**src/rtl/alu_mul_ctrl.sv**
```systemverilog
// Shift-add multiplier controller that borrows a shared datapath ALU for its adds.
// Outside RUN the ALU ports simply forward the datapath's own pass_* operands.
module alu_mul_ctrl #(
  parameter int ITER_MAX = 32
) (
  input  logic        clk,
  input  logic        rst_n,
  input  logic        start,
  input  logic [31:0] op_a,
  input  logic [31:0] op_b,
  output logic        ready,
  output logic        busy,
  output logic        done,
  output logic [31:0] result,
  input  logic [3:0]  pass_ctl,
  input  logic [31:0] pass_a,
  input  logic [31:0] pass_b,
  output logic [3:0]  alu_ctl,
  output logic [31:0] alu_a,
  output logic [31:0] alu_b,
  input  logic [31:0] alu_out
);

  typedef enum logic [1:0] {IDLE = 2'd0, RUN = 2'd1, DONE = 2'd2} state_t;

  localparam logic [5:0] CNT_LAST = 6'(ITER_MAX - 1);

  state_t      state, nxt;
  logic [31:0] acc, mcand, mplier;
  logic [5:0]  cnt;

  always_ff @(posedge clk or negedge rst_n) begin
    if (!rst_n) state <= IDLE;
    else        state <= nxt;
  end

  // Early exit once no multiplier bits remain, so RUN length tracks op_b's msb.
  always_comb begin
    nxt = state;
    case (state)
      IDLE:    if (start) nxt = (op_b == 32'd0) ? DONE : RUN;
      RUN:     if (mplier[31:1] == 31'd0 || cnt == CNT_LAST) nxt = DONE;
      DONE:    nxt = IDLE;
      default: nxt = IDLE;
    endcase
  end

  always_comb begin
    ready   = (state == IDLE);
    busy    = (state == RUN);
    done    = (state == DONE);
    alu_ctl = pass_ctl;
    alu_a   = pass_a;
    alu_b   = pass_b;
    if (state == RUN) begin
      alu_ctl = 4'd0;
      alu_a   = acc;
      alu_b   = mcand;
    end
  end

  always_ff @(posedge clk or negedge rst_n) begin
    if (!rst_n) begin
      acc    <= '0;
      mcand  <= '0;
      mplier <= '0;
      cnt    <= '0;
    end else if (state == IDLE && start) begin
      acc    <= '0;
      mcand  <= op_a;
      mplier <= op_b;
      cnt    <= '0;
    end else if (state == RUN) begin
      if (mplier[0]) acc <= alu_out;
      mcand  <= mcand << 1;
      mplier <= mplier >> 1;
      cnt    <= cnt + 6'd1;
    end
  end

  assign result = acc;

endmodule

```
**config.mk**
```make
export PLATFORM = sky130hd
export DESIGN_NAME = alu_mul_ctrl
export DESIGN_NICKNAME = d
export VERILOG_FILES = /design/src/rtl/alu_mul_ctrl.sv
export SDC_FILE = /design/constraint.sdc
export NUM_CORES = 1
export LEC_CHECK = 0
export CAP_MARGIN = 20
export CORE_MARGIN = 4
export CORE_UTILIZATION = 43
export DETAILED_ROUTE_END_ITERATION = 16
export GPL_TIMING_DRIVEN = 0
export PLACE_DENSITY = 0.86
export SLEW_MARGIN = 20
export SYNTH_ARGS = -nofsm -noshare
export SYNTH_HDL_FRONTEND = slang
export SYNTH_SLANG_ARGS = --single-unit
export TNS_END_PERCENT = 5
```
**constraint.sdc**
```tcl
create_clock -name clk -period 4.67 [get_ports clk]
set_input_delay 0.934 -clock clk [delete_from_list [all_inputs] [get_ports clk]]
set_output_delay 0.934 -clock clk [all_outputs]
set_load 0.005 [all_outputs]
```
# Yosys cells after proc, flatten, opt, wreduce, memory -nomap -nowiden
# Index checks and enable logic that the tools add are counted.
[totals]
word_cells = 36
reg_bits = 104
out_inout_bits = 103
inputBits = 167
[classes]
muxes = 16
add_sub_neg = 1
eq_ne = 5
n_reduce_logical = 9
[op_table]
columns = ["operator", "n"]
rows = [
  ["2-to-1 mux 32 bit", 9],
  ["zero test 32 bit", 1],
  ["zero test 31 bit", 1],
  ["2-to-1 mux 6 bit", 2],
  ["adder 6 x 1 -> 6 bit, second input constant", 1],
  ["equality test 6 x 5 -> 1 bit, second input constant", 1],
  ["2-to-1 mux 2 bit", 3],
  ["2-to-1 mux 4 bit", 1],
  ["case mux 2 bit (2 select lines)", 1],
  ["AND reduction 2 bit", 2],
  ["nonzero test 2 bit", 2],
  ["equality test 2 x 1 -> 1 bit, second input constant", 1],
  ["equality test 2 bit, second input constant", 1],
  ["zero test 2 bit", 1],
  ["inequality test 2 x 1 -> 1 bit, second input constant", 1],
  ["inequality test 2 bit, second input constant", 1],
  ["logical AND 1 bit", 1],
  ["logical OR 1 bit", 1],
]

# Depth between registers and ports, before layout
[depth]
ltp_word = 4
depth_mapped = 7
mapped_depth_nobuf = 5

# Worst setup path after synthesis
# Ideal clock, no wire load.
[synth_timing]
path_type = "register to output"
from = "register state[1]"
to = "output port alu_a[0]"
required_ns = 3.736
path_slack_ns = 2.454
stages_incl_launch_ff = 7
n_path_buf = 2
arrival_time_ns = 1.282
path_cell_list = "dfrtp_1 > nand2b_1 > inv_2 > buf_2 > clkbuf_1 > nand2_1 > nand2_1"
[synth_via]
elab_chain_cells = 2
[synth_lines]
columns = ["element", "line", "source"]
rows = [
  ["from (decl)", "28", "state_t state, nxt;"],
  ["from (signal assigned)", "34", "else state <= nxt;"],
  ["equality test 2 x 1 -> 1 bit", "55", "if (state == RUN) begin"],
  ["2-to-1 mux 32 bit", "55", ""],
  ["to (decl)", "19", "output logic [31:0] alu_a,"],
]
# Every way passes these cells.

# Worst setup path in the final report
[layout_timing]
from = "register state[1]"
to = "output port alu_b[25]"
[layout_via]
elab_chain_cells = 2
[layout_lines]
columns = ["element", "line", "source"]
rows = [
  ["equality test 2 x 1 -> 1 bit", "55", ""],
  ["2-to-1 mux 32 bit", "55", ""],
  ["to (decl)", "20", "output logic [31:0] alu_b,"],
]
# Every way passes these cells.

==> flow_metrics.tcl <==
set metrics [dict create \
    slew_viol_final 0 \
    ios 270 \
    cts_max_level 3 \
    final_cell_area_sq_mm 0.00840 \
    multiInputGateArea_sq_mm 0.00232 \
    cts_buffer_depth 2 \
    fp-row-count 39 \
    synth_area_leaders "dfrtp_1 (51%), nand2_1 (24%), a22oi_1 (9.0%)" \
    hold_buffers 0 \
    relSlewSlack 0.603 \
    clock_power_share 0.166 \
    routabilityCongestion 0.853 \
    yosysTopAreaCell "dfrtp_1" \
    grt_max_degree 56 \
    coreArea_sq_mm 0.0116 \
    clock-skew-final_ns 0.0112 \
    pwr-share-seq 0.306 \
    cts_sinks 104 \
    die_area_sq_mm 0.0138 \
    crit_arrival_ns 2.58 \
    peakVddDrop_uv 323 \
    grt_pass1_wl_um 28400 \
    fp.dieH_um 117 \
    dr_total_vias 5492 \
    hold-worst-slack_ns 0.472 \
    final.fill_count 932 \
    setup_viol 0 \
    netlist-cell-type-count 24 \
    wl_per_cell_um 16.9 \
    numCtsBuffers 9 \
    hp-class "reg -> reg" \
    finalHoldViolations 0 \
    placed_area_sq_mm 0.00805 \
    antenna_found_initial 0 \
    drive_gt1_frac 0.0493 \
    portBuffers 269 \
    p_leak_nw 3.97 \
    worst_pin_slew_ns 0.594 \
    ys_seq_area_frac 0.505 \
    initial_utilization 0.445 \
    syn-instance-count 626 \
    cp-end-kind "output port" \
    dr.pass1.iters 5 \
    ff_latch_area_sq_mm 0.00260 \
    combinationalPowerShare 0.528 \
    grt_pass1_vias 5416 \
    worstSetupStartpointType "flop" \
    power.density_mw_per_mm2 631 \
    cp.required_ns 3.74 \
    switching_share 0.387 \
    drtAntennaViolNets 0 \
    synthDominantCellAreaShare 0.505 \
    cts_tree "yes" \
    synth-seq-cells 104 \
    grt_overflow_total 0 \
    synth_nets 794 \
    area_growth_pct 63.1 \
    ys_warn_count 0 \
    min_period_ns 3.51 \
    dp_hpwl_um 13800 \
    synthFlopType "dfrtp_1" \
    synth_area_per_cell_sq_um 8.22 \
    vias_per_cell 5.21 \
    netSwitchingPower_mw 2.05 \
    max_freq_ghz 0.285 \
    netlist_area_sq_mm 0.00515 \
    drc 0 \
    n_antenna_cell 0 \
    die_w_um 117 \
    drtIter0Drc 348 \
    grt_setup_unrepaired "false" \
    fin_nets 1075 \
    clock-root-buffer "clkbuf_16" \
    fin_total_pwr_mw 5.30 \
    p_int_mw 3.25 \
    clock_latency_ns 0.34 \
    wirelength_um 17800 \
    track_usage 0.254 \
    fin_crit_sh 0.752 \
    synth_edf_count 0 \
    clk_pin_slew_ns 0.07 \
    drv_cap 0 \
    path_class "reg -> out" \
    status "finished, final reports clean" \
    async_flop_share 1.00 \
    cp_max_fo 10 \
    post_cts_buffers 0 \
    cts_resized 0 \
]
==> area by class of cell <==
cell class                 count  share of cell area
inverter                       3             0.00134
clock buffer                   9              0.0268
sequential                   104               0.310
clock inverter                 7              0.0149
buffer                        43              0.0255
tap                          143              0.0213
multi-input combinational    476               0.276
timing repair buffer         270               0.324
==> synth_stat cells, drive strengths merged, types with 2 or more instances <==
library cell,number
nor4,15
a22oi,62
nand2,326
a22o,32
clkbuf,20
buf,23
dfrtp,104
inv,3
nor2,7
o21ai,13
nand3,2
and2,5
nor3,2
nand4,7
==> path summary, 6_finish.rpt <==
| kind | cells past startpoint | to | slack (ns) | startpoint |
|---|---|---|---|---|
| worst max-delay path | 7 | alu_b[25] | 1.16 | state[1] |
| worst min-delay path | 2 | mcand[31] | 0.47 | mcand[31] |
| worst max register to register | 5 | mplier[21] | 2.86 | state[0] |
| worst min register to register | 2 | mcand[31] | 0.47 | mcand[31] |
| max in group asynchronous | 2 | result[28] | 3.51 | rst_n |
| min in group asynchronous | 1 | mplier[14] | 0.52 | rst_n |
==> registers in the layout (all words and copies together), names as in the netlist <==
register and flops:
cnt 6, state 2, mcand 32, result 32
mplier 32
==> cell usage in the layout, fill, tap and decap left out, types with 2 or more instances in the layout <==
master	n
nand3_1	2
buf_4	2
o21ai_1	5
nand4_1	7
dfrtp_1	104
nor3_1	2
inv_6	3
clkbuf_16	9
buf_2	18
inv_1	2
a22o_1	32
nor4_1	15
nand2_1	326
clkbuf_1	20
clkdlybuf4s50_1	268
and2_1	5
nor2_1	6
bufinv_16	3
a22oi_1	62
buf_6	4
o21ai_0	8
==> metal layers <==
metal / vias up / track usage / wire length (um)
met1: 2568 / 0.322 / 7390
met5: - / 0 / 0
met4: 0 / 0.0740 / 338
met2: 231 / 0.445 / 8920
met3: 21 / 0.0472 / 1190
li1: 2672 / - / -
==> critical path: stages (launching register included) <==
cell             delay, ns
dfrtp_1               0.44
nand2b_1              0.21
inv_2                 0.17
buf_2                 0.28
clkbuf_1              0.40
nand2_1               0.12
nand2_1               0.08
clkdlybuf4s50_1       0.53
==> kinds of logic after synthesis <==
family / share of synthesized area
adder cells (fa/ha/maj): 0.00243
buffers and inverters: 0.0437
AND/OR/NAND/NOR: 0.289
flip-flops: 0.505
AO/OA/AOI/OAI: 0.160
==> through the flow <==
step,cells,setup slack [ns],TNS [ns],utilization
3_5_place_dp,1039,1.52,0,0.696
4_1_cts,1055,1.12,0,0.726
2_1_floorplan,626,2.45,0,-
6_report,1055,1.16,0,0.726
5_1_grt,1055,0.982,0,0.726
3_3_place_gp,1038,-1.28,-132.08,0.693
==> power by group through the flow <==
stage | clock (mW) | combinational [mW] | sequential [mW]
after floorplan | 0 | 1.46 | 1.55
after global placement | 0 | 2.76 | 1.62
after detailed placement | 0 | 2.82 | 1.63
after CTS | 0.892 | 2.83 | 1.62
after global routing | 0.932 | 3.08 | 1.67
final | 0.878 | 2.80 | 1.62
Note: power is estimated with default switching activity, not from simulation.
